## src/rtl/tlul_sram_slave_if.sv

```systemverilog
// TL-UL A/D channel bundle between a TL-UL master and the SRAM slave endpoint.
// Both channels transfer on a rising clk_24 edge where valid&ready; a sender holds its fields stable from valid until that edge.
interface tlul_sram_slave_if #(
    parameter int ADDR_WIDTH   = 32,
    parameter int DATA_WIDTH   = 32,
    parameter int OPCODE_WIDTH = 3,
    parameter int PARAM_WIDTH  = 3,
    parameter int SIZE_WIDTH   = 3,
    parameter int SRC_WIDTH    = 1,
    parameter int SINK_WIDTH   = 1
);
    localparam int MASK_WIDTH = DATA_WIDTH / 8;

    logic                    a_valid;
    logic                    a_ready;
    logic [OPCODE_WIDTH-1:0] a_opcode;
    logic [PARAM_WIDTH-1:0]  a_param;
    logic [SIZE_WIDTH-1:0]   a_size;
    logic [SRC_WIDTH-1:0]    a_source;
    logic [ADDR_WIDTH-1:0]   a_address;
    logic [MASK_WIDTH-1:0]   a_mask;
    logic [DATA_WIDTH-1:0]   a_data;

    logic                    d_valid;
    logic                    d_ready;
    logic [OPCODE_WIDTH-1:0] d_opcode;
    logic [PARAM_WIDTH-1:0]  d_param;
    logic [SIZE_WIDTH-1:0]   d_size;
    logic [SRC_WIDTH-1:0]    d_source;
    logic [SINK_WIDTH-1:0]   d_sink;
    logic [DATA_WIDTH-1:0]   d_data;
    logic                    d_error;

    modport slave (
        input  a_valid, a_opcode, a_param, a_size, a_source, a_address, a_mask, a_data,
        output a_ready,
        output d_valid, d_opcode, d_param, d_size, d_source, d_sink, d_data, d_error,
        input  d_ready
    );

    modport master (
        output a_valid, a_opcode, a_param, a_size, a_source, a_address, a_mask, a_data,
        input  a_ready,
        input  d_valid, d_opcode, d_param, d_size, d_source, d_sink, d_data, d_error,
        output d_ready
    );
endinterface

```

## src/rtl/tlul_sram_slave.sv

```systemverilog
// TL-UL slave serving Get/PutFullData/PutPartialData from a small word memory,
// one transaction at a time, with a fixed accept-to-response latency.
module tlul_sram_slave #(
    parameter int                    ADDR_WIDTH   = 32,
    parameter int                    DATA_WIDTH   = 32,
    parameter int                    OPCODE_WIDTH = 3,
    parameter int                    PARAM_WIDTH  = 3,
    parameter int                    SIZE_WIDTH   = 3,
    parameter int                    SRC_WIDTH    = 1,
    parameter int                    SINK_WIDTH   = 1,
    parameter int                    DEPTH        = 16,
    parameter logic [ADDR_WIDTH-1:0] BASE_ADDR    = ADDR_WIDTH'(32'h0000_1000),
    parameter int                    RESP_LATENCY = 2
) (
    input  logic             clk_24,
    input  logic             reset,
    tlul_sram_slave_if.slave bus,
    output logic [1:0]       o_dbg_state
);
    localparam int MASK_WIDTH = DATA_WIDTH / 8;
    localparam int MASK_LOG   = $clog2(MASK_WIDTH);
    localparam int IDX_W      = $clog2(DEPTH);
    localparam int CNT_W      = $clog2(RESP_LATENCY + 1);
    localparam logic [ADDR_WIDTH-1:0] SPAN = ADDR_WIDTH'(DEPTH * 4);

    typedef enum logic [1:0] {
        ST_IDLE = 2'd0,
        ST_WAIT = 2'd1,
        ST_RESP = 2'd2
    } state_t;

    state_t                  r_state;
    state_t                  w_next_state;
    logic [CNT_W-1:0]        r_cnt;
    logic [DATA_WIDTH-1:0]   r_mem [DEPTH];

    logic [OPCODE_WIDTH-1:0] r_d_opcode;
    logic [SIZE_WIDTH-1:0]   r_d_size;
    logic [SRC_WIDTH-1:0]    r_d_source;
    logic [DATA_WIDTH-1:0]   r_d_data;
    logic                    r_d_error;

    logic                    w_accept;
    logic                    w_is_get;
    logic                    w_is_put;
    logic                    w_op_ok;
    logic                    w_size_ok;
    logic                    w_align_ok;
    logic                    w_range_ok;
    logic                    w_err;
    logic [ADDR_WIDTH-1:0]   w_offset;
    logic [IDX_W-1:0]        w_idx;
    logic [MASK_LOG-1:0]     w_low_mask;
    logic                    w_unused;

    assign w_accept   = bus.a_valid && (r_state == ST_IDLE);
    assign w_is_get   = (bus.a_opcode == OPCODE_WIDTH'(4));
    assign w_is_put   = (bus.a_opcode == OPCODE_WIDTH'(0)) || (bus.a_opcode == OPCODE_WIDTH'(1));
    assign w_op_ok    = w_is_get || w_is_put;
    assign w_size_ok  = (bus.a_size <= SIZE_WIDTH'(MASK_LOG));

    // Low address bits that must be zero for a 2^a_size access.
    always_comb begin
        w_low_mask = '0;
        for (int i = 0; i < MASK_LOG; i++) begin
            w_low_mask[i] = (SIZE_WIDTH'(i) < bus.a_size);
        end
    end

    assign w_align_ok = ~|(bus.a_address[MASK_LOG-1:0] & w_low_mask);
    assign w_offset   = bus.a_address - BASE_ADDR;
    assign w_range_ok = (bus.a_address >= BASE_ADDR) && (w_offset < SPAN);
    assign w_idx      = w_offset[IDX_W+1:2];
    assign w_err      = !(w_op_ok && w_size_ok && w_align_ok && w_range_ok);
    assign w_unused   = ^bus.a_param;

    always_comb begin
        w_next_state = r_state;
        case (r_state)
            ST_IDLE: if (bus.a_valid) w_next_state = (RESP_LATENCY == 1) ? ST_RESP : ST_WAIT;
            ST_WAIT: if (r_cnt == CNT_W'(1)) w_next_state = ST_RESP;
            ST_RESP: if (bus.d_ready) w_next_state = ST_IDLE;
            default: w_next_state = ST_IDLE;
        endcase
    end

    always_ff @(posedge clk_24 or negedge reset) begin
        if (!reset) begin
            r_state <= ST_IDLE;
            r_cnt   <= '0;
        end else begin
            r_state <= w_next_state;
            if (w_accept) begin
                r_cnt <= CNT_W'(RESP_LATENCY - 1);
            end else if (r_state == ST_WAIT) begin
                r_cnt <= r_cnt - CNT_W'(1);
            end
        end
    end

    // Response fields are frozen at accept, so they stay stable through any D stall.
    always_ff @(posedge clk_24 or negedge reset) begin
        if (!reset) begin
            r_d_opcode <= '0;
            r_d_size   <= '0;
            r_d_source <= '0;
            r_d_data   <= '0;
            r_d_error  <= 1'b0;
        end else if (w_accept) begin
            r_d_opcode <= w_is_get ? OPCODE_WIDTH'(1) : OPCODE_WIDTH'(0);
            r_d_size   <= bus.a_size;
            r_d_source <= bus.a_source;
            r_d_data   <= (w_is_get && !w_err) ? r_mem[w_idx] : '0;
            r_d_error  <= w_err;
        end
    end

    always_ff @(posedge clk_24 or negedge reset) begin
        if (!reset) begin
            for (int w = 0; w < DEPTH; w++) begin
                r_mem[w] <= '0;
            end
        end else if (w_accept && w_is_put && !w_err) begin
            for (int i = 0; i < MASK_WIDTH; i++) begin
                if (bus.a_mask[i]) r_mem[w_idx][i*8 +: 8] <= bus.a_data[i*8 +: 8];
            end
        end
    end

    assign bus.a_ready    = (r_state == ST_IDLE);
    assign bus.d_valid    = (r_state == ST_RESP);
    assign bus.d_opcode   = r_d_opcode;
    assign bus.d_param    = '0;
    assign bus.d_size     = r_d_size;
    assign bus.d_source   = r_d_source;
    assign bus.d_sink     = '0;
    assign bus.d_data     = r_d_data;
    assign bus.d_error    = r_d_error;
    assign o_dbg_state    = r_state;
endmodule

```

## src/flat_wrapper.sv

```systemverilog
// flat-port wrapper written by rule: the top's interface ports become plain ports
module tlul_sram_slave_flat 
#(
    parameter int                    ADDR_WIDTH   = 32,
    parameter int                    DATA_WIDTH   = 32,
    parameter int                    OPCODE_WIDTH = 3,
    parameter int                    PARAM_WIDTH  = 3,
    parameter int                    SIZE_WIDTH   = 3,
    parameter int                    SRC_WIDTH    = 1,
    parameter int                    SINK_WIDTH   = 1,
    parameter int                    DEPTH        = 16,
    parameter logic [ADDR_WIDTH-1:0] BASE_ADDR    = ADDR_WIDTH'(32'h0000_1000),
    parameter int                    RESP_LATENCY = 2
)
  (clk_24, reset, o_dbg_state, bus_a_valid, bus_a_opcode, bus_a_param, bus_a_size, bus_a_source, bus_a_address, bus_a_mask, bus_a_data, bus_a_ready, bus_d_valid, bus_d_opcode, bus_d_param, bus_d_size, bus_d_source, bus_d_sink, bus_d_data, bus_d_error, bus_d_ready);
  tlul_sram_slave_if #(.ADDR_WIDTH(ADDR_WIDTH), .DATA_WIDTH(DATA_WIDTH), .OPCODE_WIDTH(OPCODE_WIDTH), .PARAM_WIDTH(PARAM_WIDTH), .SIZE_WIDTH(SIZE_WIDTH), .SRC_WIDTH(SRC_WIDTH), .SINK_WIDTH(SINK_WIDTH)) bus_i ();
  input  logic clk_24;
  input  logic reset;
  output logic [1:0] o_dbg_state;
  input wire logic [$bits(bus_i.a_valid)-1:0] bus_a_valid;
  input wire logic [$bits(bus_i.a_opcode)-1:0] bus_a_opcode;
  input wire logic [$bits(bus_i.a_param)-1:0] bus_a_param;
  input wire logic [$bits(bus_i.a_size)-1:0] bus_a_size;
  input wire logic [$bits(bus_i.a_source)-1:0] bus_a_source;
  input wire logic [$bits(bus_i.a_address)-1:0] bus_a_address;
  input wire logic [$bits(bus_i.a_mask)-1:0] bus_a_mask;
  input wire logic [$bits(bus_i.a_data)-1:0] bus_a_data;
  output wire logic [$bits(bus_i.a_ready)-1:0] bus_a_ready;
  output wire logic [$bits(bus_i.d_valid)-1:0] bus_d_valid;
  output wire logic [$bits(bus_i.d_opcode)-1:0] bus_d_opcode;
  output wire logic [$bits(bus_i.d_param)-1:0] bus_d_param;
  output wire logic [$bits(bus_i.d_size)-1:0] bus_d_size;
  output wire logic [$bits(bus_i.d_source)-1:0] bus_d_source;
  output wire logic [$bits(bus_i.d_sink)-1:0] bus_d_sink;
  output wire logic [$bits(bus_i.d_data)-1:0] bus_d_data;
  output wire logic [$bits(bus_i.d_error)-1:0] bus_d_error;
  input wire logic [$bits(bus_i.d_ready)-1:0] bus_d_ready;
  assign bus_i.a_valid = bus_a_valid;
  assign bus_i.a_opcode = bus_a_opcode;
  assign bus_i.a_param = bus_a_param;
  assign bus_i.a_size = bus_a_size;
  assign bus_i.a_source = bus_a_source;
  assign bus_i.a_address = bus_a_address;
  assign bus_i.a_mask = bus_a_mask;
  assign bus_i.a_data = bus_a_data;
  assign bus_a_ready = bus_i.a_ready;
  assign bus_d_valid = bus_i.d_valid;
  assign bus_d_opcode = bus_i.d_opcode;
  assign bus_d_param = bus_i.d_param;
  assign bus_d_size = bus_i.d_size;
  assign bus_d_source = bus_i.d_source;
  assign bus_d_sink = bus_i.d_sink;
  assign bus_d_data = bus_i.d_data;
  assign bus_d_error = bus_i.d_error;
  assign bus_i.d_ready = bus_d_ready;
  tlul_sram_slave #(.ADDR_WIDTH(ADDR_WIDTH), .DATA_WIDTH(DATA_WIDTH), .OPCODE_WIDTH(OPCODE_WIDTH), .PARAM_WIDTH(PARAM_WIDTH), .SIZE_WIDTH(SIZE_WIDTH), .SRC_WIDTH(SRC_WIDTH), .SINK_WIDTH(SINK_WIDTH), .DEPTH(DEPTH), .BASE_ADDR(BASE_ADDR), .RESP_LATENCY(RESP_LATENCY)) u_core (.clk_24(clk_24), .reset(reset), .bus(bus_i), .o_dbg_state(o_dbg_state));
endmodule
```

## config.mk

```make
export PLATFORM = sky130hd
export DESIGN_NAME = tlul_sram_slave_flat
export DESIGN_NICKNAME = d
export VERILOG_FILES = /design/src/rtl/tlul_sram_slave_if.sv /design/src/rtl/tlul_sram_slave.sv /design/src/flat_wrapper.sv
export SDC_FILE = /design/constraint.sdc
export NUM_CORES = 1
export LEC_CHECK = 0
export BUFFER_PORTS_ARGS = -buffer_cell sky130_fd_sc_hd__clkbuf_2
export CAP_MARGIN = 25
export CORE_UTILIZATION = 45
export CTS_BUF_LIST = sky130_fd_sc_hd__clkbuf_4
export DETAILED_ROUTE_END_ITERATION = 12
export HOLD_SLACK_MARGIN = 0.12
export SETUP_SLACK_MARGIN = 0.2
export SYNTH_ARGS = -nofsm -noshare
export SYNTH_HDL_FRONTEND = slang
export SYNTH_SLANG_ARGS = --single-unit
```

## constraint.sdc

```tcl
create_clock -name clk_24 -period 3.27 [get_ports clk_24]
set_input_delay 0.4905 -clock clk_24 [delete_from_list [all_inputs] [get_ports clk_24]]
set_output_delay 0.4905 -clock clk_24 [all_outputs]
set_load 0.005 [all_outputs]
```

# == After elaboration in Yosys (flattened, before gate mapping) ==
# Index checks and enable logic that the tools add are counted.
# word_totals
ff_bits,556
latch_bits,0
mem_bits_rw,0
romBits,0
in_bits,82
out_inout_bits,48
word_cells,90
n_memories,0
# op_classes
add_sub_neg,2
mul,0
div_mod_pow,0
magnitude_cmp,7
eq_ne,8
n_shift,0
n_mux,30
bitwise_logic,2
n_reduce_logical,18
# op_table
operator,n
512-bit 2-to-1 mux,7
512-bit bitwise mux,4
32-bit demux with 4-bit select,4
32-bit binary-select mux with 4-bit select,1
32-bit 2-to-1 mux,4
"32-bit by 13-bit greater-or-equal comparator with 1-bit output, second input constant",1
"32-bit by 7-bit < comparator with 1-bit output, second input constant",1
"32-bit by 13-bit subtractor with 32-bit output, second input constant",1
24-bit 2-to-1 mux,1
16-bit 2-to-1 mux,1
2-bit 2-to-1 mux,5
1-bit logical AND,9
8-bit 2-to-1 mux,1
"1-bit by 3-bit < comparator with 1-bit output, first input constant",2
2-bit case mux with 3 select lines,1
"5-bit greater-or-equal comparator, second input constant",1
"5-bit by 1-bit < comparator with 1-bit output, second input constant",1
4-bit NOT with 5-bit output,1
"2-bit by 1-bit == test with 1-bit output, second input constant",2
"2-bit by 1-bit != test with 1-bit output, second input constant",2
"3-bit by 1-bit == test with 1-bit output, second input constant",1
"3-bit == test, second input constant",1
"3-bit by 2-bit less-or-equal comparator with 1-bit output, second input constant",1
3-bit logical NOT,1
11 further kinds,13

# == Depth between registers and ports, before layout ==
# depth
depth_word,17
depth_mapped,8
ltp_nobuf,5

# == Least setup slack after synthesis ==
# No wires, ideal clock.
# synth_timing
kind,input port to flip-flop
from,in bus_a_address[2]
to,reg u_core.r_mem[136] in the netlist's numbering
setup_time_ns,0.125
arrival_time_ns,2.655
t_required_ns,3.145
path_slack_ns,0.490
stages,6
n_path_buf,3
cell_sequence,buf_2 > buf_2 > buf_1 > nand3_1 > nor3_4 > mux2_2
# synth_between
elab_chain_cells,14
elab_cells_between_ends,26
classes_between,add/sub: 1; order compare: 4; mux: 16; bitwise: 1; reduce/logical: 4
# synth_rtl
element,line_no,text
"start, declared",flat_wrapper.sv:25,input wire logic [$bits(bus_i.a_address)-1:0] bus_a_address;
32-bit by 13-bit subtractor with 32-bit output,tlul_sram_slave.sv:71,assign w_offset = bus.a_address - BASE_ADDR;
4-bit NOT with 5-bit output (implied by the code),tlul_sram_slave.sv:125,if (bus.a_mask[i]) r_mem[w_idx][i*8 +: 8] <= bus.a_data[i*8 +: 8];
"5-bit greater-or-equal comparator (implied by the code), or another cell as far along",tlul_sram_slave.sv:125,
1-bit logical AND (implied by the code) / 512-bit bitwise mux (equally long branches),tlul_sram_slave.sv:125,
16-bit 2-to-1 mux (implied by the code) / 512-bit 2-to-1 mux (equally long branches),tlul_sram_slave.sv:125,
32-bit demux with 4-bit select / 512-bit 2-to-1 mux (equally long branches),"tlul_sram_slave.sv:125, tlul_sram_slave.sv:123",
512-bit bitwise mux,tlul_sram_slave.sv:125,
512-bit 2-to-1 mux,tlul_sram_slave.sv:125,
512-bit 2-to-1 mux,tlul_sram_slave.sv:123,end else if (w_accept && w_is_put && !w_err) begin
512-bit bitwise mux,tlul_sram_slave.sv:125,
512-bit 2-to-1 mux,tlul_sram_slave.sv:125,
512-bit 2-to-1 mux,tlul_sram_slave.sv:123,
512-bit bitwise mux,tlul_sram_slave.sv:125,
512-bit 2-to-1 mux,tlul_sram_slave.sv:125,
"end signal, assigned by index",tlul_sram_slave.sv:125,
"end, declared",tlul_sram_slave.sv:35,logic [DATA_WIDTH-1:0] r_mem [DEPTH];
# Several ways; a longest one is shown, not always the timed one. The select of a mux whose other input is x is not followed.
# A chain may end at the register's enable or synchronous reset.

# == Worst setup path after layout ==
# layout_timing
from,in bus_a_address[10]
to,"reg u_core.r_d_error, in the netlist u_core.bus.d_error"
# layout_between
elab_chain_cells,5
elab_cells_between_ends,6
classes_between,add/sub: 1; order compare: 2; reduce/logical: 3
# layout_rtl
element,line_no,text
32-bit by 13-bit subtractor with 32-bit output,tlul_sram_slave.sv:71,
32-bit by 7-bit < comparator with 1-bit output,tlul_sram_slave.sv:72,assign w_range_ok = (bus.a_address >= BASE_ADDR) && (w_offset < SPAN);
1-bit logical AND (*),tlul_sram_slave.sv:72,
1-bit logical AND (*),tlul_sram_slave.sv:74,assign w_err = !(w_op_ok && w_size_ok && w_align_ok && w_range_ok);
1-bit logical NOT (*),tlul_sram_slave.sv:74,
"end signal, assigned",tlul_sram_slave.sv:114,r_d_error <= w_err;
"end, declared",tlul_sram_slave.sv:41,logic r_d_error;
# Mark *: on every way between the ends. The rest lies on a longest branch, timed or not.

==> results.py <==
metrics = {
    "sta": {
        "slew_headroom_pct": 47.3,
        "setup_tns_ns": 0,
        "worst_pin_slew_ns": 0.788,
        "fin_crit_sh_pct": 89.3,
        "finalMaxSlewViolations": 0,
        "fin_skew_ns": 0.0533,
        "rsz0062_at_grt": "false",
        "hold_viol_final": 0,
        "timing.fmax_mhz": 343,
        "setup_viol_count_final": 0,
        "fin_crit_ns": 2.92,
    },
    "floorplan": {
        "rows": 86,
        "die_area_um2": 56900,
        "pin_count": 130,
        "initial_utilization_pct": 45.6,
        "die_w_um": 239,
        "fp.coreArea_um2": 55200,
        "die_y_um": 239,
    },
    "global_route": {
        "antenna_found_initial": 4,
        "grt_max_degree": 79,
        "grt_usage_pct": 23.3,
        "grt_pass1_vias": 16600,
        "grt_pass1_wl_um": 98800,
        "grt_remaining_overflow": 0,
    },
    "drt": {
        "drcViolationCount": 0,
        "drt_pass1_iterations": 5,
        "via_per_inst": 5.51,
        "routedWlPerCell_um": 22.7,
        "drt-total-wl_um": 62600,
        "ant_nets": 0,
        "vias": 15200,
        "drt_iter0_markers": 538,
    },
    "placement": {
        "placed_cells": 2443,
        "dp_hpwl_um": 37500,
        "globalplace.congestion": 0.805,
        "io_buffers": 120,
    },
    "logic_synthesis": {
        "synth_most_common_cell": "dfrtp_1",
        "ys_seq_area_share_pct": 55.0,
        "synth_edf_count": 0,
        "async_reset_ff_share_pct": 100,
        "synth_area_leaders": "dfrtp_1 (55%), mux2_2 (23%), mux4_2 (11%)",
        "syn_inst": 1566,
        "netlist_top_cells_count": "dfrtp_1 (554), mux2_2 (516), mux4_2 (128), clkbuf_1 (68), nand2_1 (47)",
        "ys_types": 41,
        "synth_seq_cells": 554,
        "synth_top_area_share_pct": 55.0,
        "yosys_warnings": 0,
        "synth_area_per_cell_um2": 16.1,
        "synth_flop_cell": "dfrtp_1",
        "synth.cell_area_um2": 25200,
        "synth_top_area_cell": "dfrtp_1",
    },
    "setup_path": {
        "worstSetupEndpointType": "flip-flop",
        "crit_path_start_kind": "input pin",
        "arrival_ns": 3.75,
        "r2r_cells": 7,
        "r2r_setup_slack_ns": 0.43,
        "worstSetupPathType": "in2reg",
        "cp_slowest_stage_delay_ns": 0.61,
        "path_max_fanout": 2,
        "crit_chain": "dlygate4sd3_1 > clkbuf_2 > nor4_1 > dlygate4sd3_1 > nand4_1 > dlygate4sd3_1 > nor4bb_1 > dlygate4sd3_1 > o21ai_0",
        "reg2reg_from": "u_core.o_dbg_state[0]",
        "r2r_end": "u_core.r_mem[403]",
        "crit_slowest_cell": "dlygate4sd3_1",
        "required_ns": 4.10,
        "cpMostUsedCell": "dlygate4sd3_1",
    },
    "finish": {
        "final_nets": 1979,
        "fin_cells": 2756,
        "num-fill-cells": 4631,
        "drive_above_1_share_pct": 59.2,
        "area_delta_synth_final_pct": 18.0,
    },
    "cts": {
        "h-tree-depth": 4,
        "cts_tree": "built",
        "ctsResizeCount": 0,
        "clk_pin_slew_worst_paths_ns": 0.06,
        "clockBufferDepth": 3,
        "clock-root-buffer": "clkbuf_4",
        "cts_num_sinks": 554,
        "postCtsHoldBufs": 47,
        "insertion_delay_ns": 0.97,
        "cts_made_buffers": 152,
        "cts_setup_buffers": 0,
    },
    "power": {
        "seqPwrFrac_pct": 49.5,
        "power_frac_comb_pct": 6.5,
        "ir_worst_vdd_mv": 0.271,
        "power_density_nw_per_um2": 472,
        "p_clk_share_pct": 44.0,
        "p_sw_share_pct": 24.9,
        "internal-power_uw": 10600,
        "power_switching_uw": 3490,
        "leakagePower_uw": 0.0147,
    },
    "min_path": {
        "hold_start": "bus_d_ready",
        "min_to": "u_core.o_dbg_state[1]",
        "hp-class": "in2reg",
        "hold_depth": 3,
    },
    "flow_run": {
        "cap_violations": 0,
    },
    "status": {
        "status": "completed",
    },
}
[power groups by stage]
stage                     Clock (uW)  Sequential (uW)  Combinational [uW]
final                           6180             6960                 908
after global routing            6820             6960                1000
after CTS                       6420             6960                 929
after detailed placement           0             7080                 884
after global placement             0             7080                 862
after floorplan                    0             7070                 401
[final cells by class]
| type | count | area [um2] | area share [%] |
|---|---|---|---|
| diodes | 4 | 10.0 | 0.0337 |
| clock buffers | 230 | 1730 | 5.81 |
| clock inverters | 32 | 179 | 0.602 |
| inverters | 2 | 7.51 | 0.0252 |
| multi-input cells | 910 | 10900 | 36.7 |
| flip-flops and latches | 554 | 13900 | 46.6 |
| well taps | 748 | 936 | 3.15 |
| repair buffers | 276 | 2090 | 7.03 |
[metrics by stage]
stage               power [uW]  instance area (um2)  utilization, %  worst slack [ns]  hold WS, ns
floorplan                 7480                25200               -             0.490        0.195
global placement          7940                27400            49.6             0.440        0.463
detailed placement        7970                27400            49.6             0.413        0.469
CTS                      14300                29700            53.9             0.410        0.123
global route             14800                29700            53.9             0.288        0.171
finish                   14000                29700            53.9             0.351        0.264
[cells by family after synthesis]
kind of cell | Yosys count | synth area share (%)
xor gates and xnor gates | 1 | 0.0348
AOI/OAI and AO/OA | 108 | 3.19
muxes | 644 | 34.5
and+or+nand+nor | 150 | 5.33
buffers and inverters | 107 | 1.86
adders and majority gates | 1 | 0.0496
other | 1 | 0.0149
DFF | 554 | 55.0
[cells in the final DEF (no fill, tap or decap), drive strengths merged, types with 6 or more instances in the layout]
master	Yosys	routed
conb	1	6
inv	2	6
nor3	67	67
nor2b	6	6
a22o	32	32
o21ai	34	34
mux2	516	516
clkbuf	68	347
dlygate4sd3	0	47
nand2	47	47
dfrtp	554	554
a221oi	32	32
mux4	128	128
buf	37	112
clkinv	0	26
[worst max-delay path: cells and delay by family]
kind / cells / cell delay [ns]
buffers and inverters: 5 / 2.45
AND/OR/NAND/NOR: 3 / 0.72
AO/OA/AOI/OAI: 1 / 0.08
[layer usage]
layer	up-vias	share of wire, %	global-route usage [%]	routed length (um)
li1	6716	-	-	-
met1	8029	44	30.8	27200
met2	323	49	36.4	30500
met3	111	5.1	6.37	3210
met4	2	2.6	9.21	1640
met5	-	0.021	0	13
[worst max path at each step]
stage | from | to | slack [ns] | depth (start not counted)
after detailed placement | bus_a_valid | u_core.r_mem[213] | 0.41 | 8
after floorplan | bus_a_address[2] | u_core.r_mem[136] | 0.49 | 6
after global routing | u_core.o_dbg_state[0] | u_core.r_mem[403] | 0.29 | 7
final | bus_a_address[10] | u_core.bus.d_error | 0.35 | 9
after CTS | u_core.o_dbg_state[0] | u_core.r_mem[499] | 0.41 | 7
after global placement | bus_a_valid | u_core.r_mem[411] | 0.44 | 8
[sequential cells by signal, indices dropped and copies added, names as in the netlist]
signal	flops
u_core.bus.d_data	32
u_core.bus.d_error	1
u_core.bus.d_opcode	1
u_core.bus.d_size	3
u_core.bus.d_source	1
u_core.o_dbg_state	2
u_core.r_cnt	2
u_core.r_mem	512
Note: power is estimated with default switching activity, not from simulation.
